**config.mk**
```make
export PLATFORM = sky130hd
export DESIGN_NAME = opcode_decoder_flat
export DESIGN_NICKNAME = d
export VERILOG_FILES = /design/src/rtl/bali_pkg.sv /design/src/rtl/opcode_decoder_if.sv /design/src/rtl/opcode_decoder_comb.sv /design/src/rtl/opcode_decoder.sv /design/src/flat_wrapper.sv
export SDC_FILE = /design/constraint.sdc
export NUM_CORES = 1
export LEC_CHECK = 0
export CORE_UTILIZATION = 44
export DETAILED_ROUTE_END_ITERATION = 7
export PLACE_DENSITY = 0.77
export SYNTH_ARGS = -nofsm -noshare
export SYNTH_HDL_FRONTEND = slang
export SYNTH_SLANG_ARGS = --single-unit
```
**constraint.sdc**
```tcl
create_clock -name clk -period 1.83 [get_ports clk]
set_input_delay 0.366 -clock clk [delete_from_list [all_inputs] [get_ports clk]]
set_output_delay 0.366 -clock clk [all_outputs]
set_load 0.01 [all_outputs]
```
**src/rtl/bali_pkg.sv**
```systemverilog
// Shared Bali core definitions: ALU operation codes and JVM opcode constants.
package bali_pkg;

  localparam int unsigned OPCODE_W = 8;
  localparam int unsigned ALUOP_W  = 4;
  localparam int unsigned ARGC_W   = 2;

  typedef enum logic [ALUOP_W-1:0] {
    ALU_ADD  = 4'b0000,
    ALU_SUB  = 4'b0001,
    ALU_MUL  = 4'b0010,
    ALU_DIV  = 4'b0011,
    ALU_REM  = 4'b0100,
    ALU_NEG  = 4'b0101,
    ALU_OR   = 4'b1000,
    ALU_XOR  = 4'b1001,
    ALU_INC  = 4'b1010,
    ALU_SHL  = 4'b1100,
    ALU_SHR  = 4'b1101,
    ALU_USHR = 4'b1110,
    ALU_AND  = 4'b1111
  } aluop_t;

  // ALU opcodes
  localparam logic [OPCODE_W-1:0] OP_IADD  = 8'h60;
  localparam logic [OPCODE_W-1:0] OP_ISUB  = 8'h64;
  localparam logic [OPCODE_W-1:0] OP_IMUL  = 8'h68;
  localparam logic [OPCODE_W-1:0] OP_IDIV  = 8'h6C;
  localparam logic [OPCODE_W-1:0] OP_IREM  = 8'h70;
  localparam logic [OPCODE_W-1:0] OP_INEG  = 8'h74;
  localparam logic [OPCODE_W-1:0] OP_ISHL  = 8'h78;
  localparam logic [OPCODE_W-1:0] OP_ISHR  = 8'h7A;
  localparam logic [OPCODE_W-1:0] OP_IUSHR = 8'h7C;
  localparam logic [OPCODE_W-1:0] OP_IAND  = 8'h7E;
  localparam logic [OPCODE_W-1:0] OP_IOR   = 8'h80;
  localparam logic [OPCODE_W-1:0] OP_IXOR  = 8'h82;
  localparam logic [OPCODE_W-1:0] OP_IINC  = 8'h84;

  // Opcodes carrying inline operand bytes
  localparam logic [OPCODE_W-1:0] OP_BIPUSH          = 8'h10;
  localparam logic [OPCODE_W-1:0] OP_SIPUSH          = 8'h11;
  localparam logic [OPCODE_W-1:0] OP_LDC             = 8'h12;
  localparam logic [OPCODE_W-1:0] OP_LDC_W           = 8'h13;
  localparam logic [OPCODE_W-1:0] OP_LDC2_W          = 8'h14;
  localparam logic [OPCODE_W-1:0] OP_ILOAD           = 8'h15;
  localparam logic [OPCODE_W-1:0] OP_ALOAD           = 8'h19;
  localparam logic [OPCODE_W-1:0] OP_ISTORE          = 8'h36;
  localparam logic [OPCODE_W-1:0] OP_ASTORE          = 8'h3A;
  localparam logic [OPCODE_W-1:0] OP_IFEQ            = 8'h99;
  localparam logic [OPCODE_W-1:0] OP_JSR             = 8'hA8;
  localparam logic [OPCODE_W-1:0] OP_RET             = 8'hA9;
  localparam logic [OPCODE_W-1:0] OP_GETSTATIC       = 8'hB2;
  localparam logic [OPCODE_W-1:0] OP_INVOKESTATIC    = 8'hB8;
  localparam logic [OPCODE_W-1:0] OP_INVOKEINTERFACE = 8'hB9;
  localparam logic [OPCODE_W-1:0] OP_INVOKEDYNAMIC   = 8'hBA;
  localparam logic [OPCODE_W-1:0] OP_NEW             = 8'hBB;
  localparam logic [OPCODE_W-1:0] OP_NEWARRAY        = 8'hBC;
  localparam logic [OPCODE_W-1:0] OP_ANEWARRAY       = 8'hBD;
  localparam logic [OPCODE_W-1:0] OP_CHECKCAST       = 8'hC0;
  localparam logic [OPCODE_W-1:0] OP_INSTANCEOF      = 8'hC1;
  localparam logic [OPCODE_W-1:0] OP_WIDE            = 8'hC4;
  localparam logic [OPCODE_W-1:0] OP_MULTIANEWARRAY  = 8'hC5;
  localparam logic [OPCODE_W-1:0] OP_IFNULL          = 8'hC6;
  localparam logic [OPCODE_W-1:0] OP_IFNONNULL       = 8'hC7;
  localparam logic [OPCODE_W-1:0] OP_GOTO_W          = 8'hC8;
  localparam logic [OPCODE_W-1:0] OP_JSR_W           = 8'hC9;

endpackage

```
**src/rtl/opcode_decoder_if.sv**
```systemverilog
// Decode bus between fetch (master) and the opcode decoder (slave).
interface opcode_decoder_if;
  import bali_pkg::*;

  logic [OPCODE_W-1:0] opcode;
  logic                dec_en;
  logic [ALUOP_W-1:0]  aluop;
  logic [ARGC_W-1:0]   argc;
  logic                is_alu;
  logic [ALUOP_W-1:0]  aluop_q;
  logic [ARGC_W-1:0]   argc_q;
  logic                is_alu_q;

  modport master (
    output opcode, dec_en,
    input  aluop, argc, is_alu, aluop_q, argc_q, is_alu_q
  );

  modport slave (
    input  opcode, dec_en,
    output aluop, argc, is_alu, aluop_q, argc_q, is_alu_q
  );
endinterface

```
**src/rtl/opcode_decoder_comb.sv**
```systemverilog
// Pure combinational opcode decode: ALU operation, ALU flag and operand-byte count.
module opcode_decoder_comb
  import bali_pkg::*;
(
  input  logic [OPCODE_W-1:0] opcode,
  output aluop_t              aluop,
  output logic                is_alu,
  output logic [ARGC_W-1:0]   argc
);

  always_comb begin
    aluop  = ALU_ADD;
    is_alu = 1'b0;
    case (opcode)
      OP_IADD:  begin aluop = ALU_ADD;  is_alu = 1'b1; end
      OP_ISUB:  begin aluop = ALU_SUB;  is_alu = 1'b1; end
      OP_IMUL:  begin aluop = ALU_MUL;  is_alu = 1'b1; end
      OP_IDIV:  begin aluop = ALU_DIV;  is_alu = 1'b1; end
      OP_IREM:  begin aluop = ALU_REM;  is_alu = 1'b1; end
      OP_INEG:  begin aluop = ALU_NEG;  is_alu = 1'b1; end
      OP_ISHL:  begin aluop = ALU_SHL;  is_alu = 1'b1; end
      OP_ISHR:  begin aluop = ALU_SHR;  is_alu = 1'b1; end
      OP_IUSHR: begin aluop = ALU_USHR; is_alu = 1'b1; end
      OP_IAND:  begin aluop = ALU_AND;  is_alu = 1'b1; end
      OP_IOR:   begin aluop = ALU_OR;   is_alu = 1'b1; end
      OP_IXOR:  begin aluop = ALU_XOR;  is_alu = 1'b1; end
      OP_IINC:  begin aluop = ALU_INC;  is_alu = 1'b1; end
      default:  begin aluop = ALU_ADD;  is_alu = 1'b0; end
    endcase
  end

  // Count of 3 means "3 or more"; switch tables are sized by the fetch unit.
  always_comb begin
    argc = 2'd0;
    case (opcode) inside
      OP_BIPUSH, OP_LDC, [OP_ILOAD:OP_ALOAD], [OP_ISTORE:OP_ASTORE],
      OP_RET, OP_NEWARRAY:
        argc = 2'd1;
      OP_SIPUSH, OP_LDC_W, OP_LDC2_W, OP_IINC, [OP_IFEQ:OP_JSR],
      [OP_GETSTATIC:OP_INVOKESTATIC], OP_NEW, OP_ANEWARRAY,
      OP_CHECKCAST, OP_INSTANCEOF, OP_IFNULL, OP_IFNONNULL:
        argc = 2'd2;
      OP_INVOKEINTERFACE, OP_INVOKEDYNAMIC, OP_WIDE, OP_MULTIANEWARRAY,
      OP_GOTO_W, OP_JSR_W:
        argc = 2'd3;
      default:
        argc = 2'd0;
    endcase
  end

endmodule

```
**src/rtl/opcode_decoder.sv**
```systemverilog
// Bytecode decoder top: combinational decode plus a dec_en-gated pipeline register.
module opcode_decoder
  import bali_pkg::*;
(
  input logic               clk,
  input logic               rst_n,
  opcode_decoder_if.slave   bus
);

  aluop_t              aluop_c;
  logic                is_alu_c;
  logic [ARGC_W-1:0]   argc_c;

  opcode_decoder_comb u_comb (
    .opcode (bus.opcode),
    .aluop  (aluop_c),
    .is_alu (is_alu_c),
    .argc   (argc_c)
  );

  assign bus.aluop  = ALUOP_W'(aluop_c);
  assign bus.argc   = argc_c;
  assign bus.is_alu = is_alu_c;

  // Pipeline copy for the stage after decode; holds while dec_en is low.
  always_ff @(posedge clk or negedge rst_n) begin
    if (!rst_n) begin
      bus.aluop_q  <= '0;
      bus.argc_q   <= '0;
      bus.is_alu_q <= 1'b0;
    end else if (bus.dec_en) begin
      bus.aluop_q  <= ALUOP_W'(aluop_c);
      bus.argc_q   <= argc_c;
      bus.is_alu_q <= is_alu_c;
    end
  end

endmodule

```
**src/flat_wrapper.sv**
```systemverilog
// flat-port wrapper written by rule: the top's interface ports become plain ports
module opcode_decoder_flat import bali_pkg::*;
  (clk, rst_n, bus_opcode, bus_dec_en, bus_aluop, bus_argc, bus_is_alu, bus_aluop_q, bus_argc_q, bus_is_alu_q);
  opcode_decoder_if bus_i ();
  input logic clk;
  input logic rst_n;
  input wire logic [$bits(bus_i.opcode)-1:0] bus_opcode;
  input wire logic [$bits(bus_i.dec_en)-1:0] bus_dec_en;
  output wire logic [$bits(bus_i.aluop)-1:0] bus_aluop;
  output wire logic [$bits(bus_i.argc)-1:0] bus_argc;
  output wire logic [$bits(bus_i.is_alu)-1:0] bus_is_alu;
  output wire logic [$bits(bus_i.aluop_q)-1:0] bus_aluop_q;
  output wire logic [$bits(bus_i.argc_q)-1:0] bus_argc_q;
  output wire logic [$bits(bus_i.is_alu_q)-1:0] bus_is_alu_q;
  assign bus_i.opcode = bus_opcode;
  assign bus_i.dec_en = bus_dec_en;
  assign bus_aluop = bus_i.aluop;
  assign bus_argc = bus_i.argc;
  assign bus_is_alu = bus_i.is_alu;
  assign bus_aluop_q = bus_i.aluop_q;
  assign bus_argc_q = bus_i.argc_q;
  assign bus_is_alu_q = bus_i.is_alu_q;
  opcode_decoder u_core (.clk(clk), .rst_n(rst_n), .bus(bus_i));
endmodule
```
* Yosys cells after proc, flatten, opt, wreduce, memory -nomap -nowiden
Cells that the tools add are included.
** Storage, ports and cells
- Bits of input ports :: 11
- Logic and storage cells :: 56
- Register bits :: 7
** Operators by class
- Reductions and logical operators :: 8
- Magnitude comparators :: 8
- Equality and inequality tests :: 32
- Mux-type cells :: 5
** Operator list (number)
- == test 8 bit, second input constant :: 17
- == test 8 x 7 -> 1 bit, second input constant :: 10
- one-hot mux 4 bit (12 select lines) :: 1
- == test 8 x 5 -> 1 bit, second input constant :: 5
- greater-or-equal comparator 8 bit, second input constant :: 2
- <= comparator 8 bit, second input constant :: 2
- OR reduction 13 bit :: 1
- OR reduction 12 bit :: 1
- OR reduction 6 bit :: 2
- greater-or-equal comparator 8 x 5 -> 1 bit, second input constant :: 1
- greater-or-equal comparator 8 x 6 -> 1 bit, second input constant :: 1
- <= comparator 8 x 5 -> 1 bit, second input constant :: 1
- <= comparator 8 x 6 -> 1 bit, second input constant :: 1
- two-way mux 2 bit :: 3
- logical AND 1 bit :: 4
- two-way mux 1 bit :: 1

* Logic depth before layout (Yosys ltp)
- Word-level depth :: 5
- Depth in mapped cells :: 6
- Gate-level depth less buffers :: 5

* Cells and area by module
From an unflattened synthesis, not the netlist that was laid out.
** Unflattened totals
- Cell total of the unflattened synthesis :: 87
- Area, all modules :: 718.2 µm²
** By module, submodules not included
- opcode_decoder_comb :: times used 1, cells each 72, area an instance 426.7 µm²
- opcode_decoder :: times used 1, cells each 15, area an instance 291.5 µm²

* Least setup slack after synthesis
Ideal clock, no wire load.
- Path kind :: input to output
- Start :: input bus_opcode[3]
- End :: output bus_argc[1]
- Setup slack :: 0.129 ns
- Required time :: 1.464 ns
- Buffers on the path :: 0
- Arrival :: 1.335 ns
- Stages :: 5
- Cell sequence :: nand2b_4 > or3_4 > a2111oi_4 > nor4_1 > nand2_1
** On the way
- Cells in the longest elaborated chain, start to end :: 5
- Elaborated cells on any way between the ends :: 38
- Those cells by class :: order compare (8); eq/ne (20); mux (3); reduce/logical (7)
** RTL lines
- from (decl) :: RTL line flat_wrapper.sv:7 : input wire logic [$bits(bus_i.opcode)-1:0] bus_opcode;
- greater-or-equal comparator 8 bit (no line) (tied with other cells)
- logical AND 1 bit (no line) or OR reduction 6 bit (tied branches)
- OR reduction 12 bit or two-way mux 2 bit (tied branches) :: RTL line opcode_decoder_comb.sv:35 : case (opcode) inside
- two-way mux 2 bit :: RTL line opcode_decoder_comb.sv:35
- two-way mux 2 bit * :: RTL line opcode_decoder_comb.sv:35
- to (decl) :: RTL line flat_wrapper.sv:10 : output wire logic [$bits(bus_i.argc)-1:0] bus_argc;
Every way passes the cells marked *; elsewhere a longest branch is shown, timed or not.

* Worst setup path after layout
- Start :: input bus_opcode[4]
- End :: output bus_argc[1]
The elaborated chain is that of the path after synthesis.

==> results.cfg <==
[pwr]
swShare_pct = 32.07
ir_drop_uv = 437.5
power_frac_clock_pct = 28.0
combinationalPowerShare_pct = 40.4
cellLeakagePower_uw = 0.0005872
pwr_density_cell_nw_per_um2 = 389.1
p_int_uw = 355.8
p_sw_uw = 168.0
seq_power_share_pct = 31.6

[drt]
wl_met1_mm = 1.128
highest_layer = met4
dr.first_iter.drc_count = 38
wire_per_inst_um = 17.84
vias_per_cell = 6.125
routed_wl_mm = 2.854
num_vias = 980
first_pass_iters = 4
wl_met3_um = 185
wl_met2_mm = 1.444
drc = 0
drtAntennaViolNets = 0

[timing]
slew_headroom_pct = 63.85
slew_viol_final = 0
worst_slack_ns = -0.1711
period_needed_ns = 2.001
tns_ns = -0.1762
whs_ns = 0.3653
setup_viol = 3
tightestPinTransition_ns = 0.5377
fmax_mhz = 499.7
rsz0062_at_grt = true
hold_viol = 0
fin_crit_sh_pct = 109.4
skew_ns = 0

[grt]
grt.overflow.total = 0
grt_pass1_wl_mm = 4.505
grt_max_degree = 14
grt_pass1_vias = 951
antenna_found_initial = 0
grt_use_total_pct = 32.80

[placement]
hpwl_mm = 1.815
placed_area_um2 = 1155
portBuffers = 24
gp_congestion = 0.8738
pre_cts_ws_ns = -1.059

[floorplanning]
die_area_um2 = 1831
rows = 14
pin_count = 25
chipWidth_um = 42.79
start_util_pct = 48.03
die_h_um = 42.79
core_um2 = 1524

[cells_and_area]
final_cell_mix = buf_4, nor2_1, clkdlybuf4s50_1
fin_nets = 156
drive_above_1_share_pct = 55.56
antenna_cells = 0
mostFrequentLayoutCell = buf_4
area_growth_pct = 83.93
stdcell_area_um2 = 1346

[critical_path]
crit_required_ns = 1.46
endpoint_kind = primary output
r2r_start = u_core.bus.aluop_q[1]
path_max_fanout = 7
crit_type = in -> out
crit_start = bus_opcode[4]
startpoint_type = primary input
cp_data_arrival_time_ns = 1.64

[cts]
cts_tree = done
cts_hold_buf = 0
clkSinkCount = 7
cts_buffer_depth = 2
cts_root_buffer = clkbuf_4
cts_made_buffers = 3
h-tree-depth = 1
clk_pin_slew_worst_paths_ns = 0.05
insertion_delay_ns = 0.26

[yosys]
yosysUniqueCellTypes = 36
ys_seq_elements = 7
avgSynthCellArea_um2 = 8.318
synth_edf_count = 0
synthCells = 88
synthesis.nets = 99
synthFlopType = dfrtp_1
synth_area_um2 = 732.0
ys_seq_area_share_pct = 23.93
ys_warn_count = 0
async_flop_share_pct = 100.0

[hold_path]
min_path_type = in -> async

[status]
violations = negative setup slack
outcome = finished, violations left

[job]
cap_violations = 0
==> synth_stat cells (3+ instances only) <==
| library cell | n | area (µm²) |
|---|---|---|
| nand4b_1 | 3 | 26.28 |
| o21ai_0 | 3 | 15.01 |
| nand2_1 | 6 | 22.52 |
| dfrtp_1 | 7 | 175.2 |
| mux2_2 | 5 | 56.30 |
| nor2_1 | 10 | 37.54 |
| nor2b_1 | 3 | 18.77 |
| nand2b_1 | 8 | 50.05 |
| buf_2 | 5 | 25.02 |
==> state kept, by name, summed over array words and instances (netlist names) <==
register	flops
u_core.bus.aluop_q	4
u_core.bus.argc_q	2
u_core.bus.is_alu_q	1
==> repair_timing <==
| item | in CTS | in global routing |
|---|---|---|
| pin swaps | 12 | 3 |
| endpoints found under the setup margin | 12 | 8 |
| gates resized for setup | 87 | 15 |
| setup buffers | 7 | 2 |
==> power groups by stage <==
| stage | Sequential, µW | Clock [µW] | Combinational, µW |
|---|---|---|---|
| 2_1_floorplan | 172 | 0 | 73.1 |
| 3_3_place_gp | 168 | 0 | 179 |
| 3_5_place_dp | 168 | 0 | 183 |
| 4_1_cts | 165 | 150 | 194 |
| 5_1_grt | 166 | 159 | 225 |
| 6_report | 166 | 146 | 212 |
==> layout make-up <==
cell class / count / area [µm²]
fillers: 79 / 177.7
clock buffers: 4 / 26.28
repair buffers: 59 / 493.0
well taps: 16 / 20.02
flip-flops and latches: 7 / 175.2
multi-input cells: 74 / 631.9
==> layer usage <==
metal,vias to the layer above,track usage (%)
met1,472,42.82
met3,10,5.532
met5,-,0
met2,49,53.33
met4,0,13.13
li1,449,-
==> cell families (layout without fill, tap and decap cells) <==
| group | count (synthesis) | count (layout) | share of synthesized area [%] |
|---|---|---|---|
| mux | 5 | 5 | 7.692 |
| simple gates | 47 | 47 | 39.83 |
| flops | 7 | 7 | 23.93 |
| compound gates | 22 | 22 | 24.10 |
| buf+inv | 7 | 63 | 4.443 |
==> stage by stage <==
step                      power, µW  cells  util, %
after floorplan               244.6     88        -
after global placement        346.7    147    75.78
after detailed placement      351.1    147    75.78
after CTS                     509.2    158    83.33
after global routing          550.7    160    88.34
final                         523.8    160    88.34
==> worst paths after layout <==
path                                          to  slack [ns]  depth (start not counted)
max                                  bus_argc[1]       -0.17                          6
min                         u_core.bus.argc_q[1]        0.37                          1
max reg2reg                u_core.bus.aluop_q[1]        1.08                          1
min reg2reg                u_core.bus.aluop_q[0]        0.51                          1
max in group asynchronous  u_core.bus.aluop_q[0]        1.22                          1
min in group clk           u_core.bus.aluop_q[0]        0.51                          1
==> critical path, cell delays in order <==
cell and delay (ns):
clkbuf_4 0.16, nand4bb_1 0.26, o31ai_1 0.53, nor4_4 0.10, nand2_1 0.10, buf_2 0.13
Note: power is estimated with default switching activity, not from simulation.
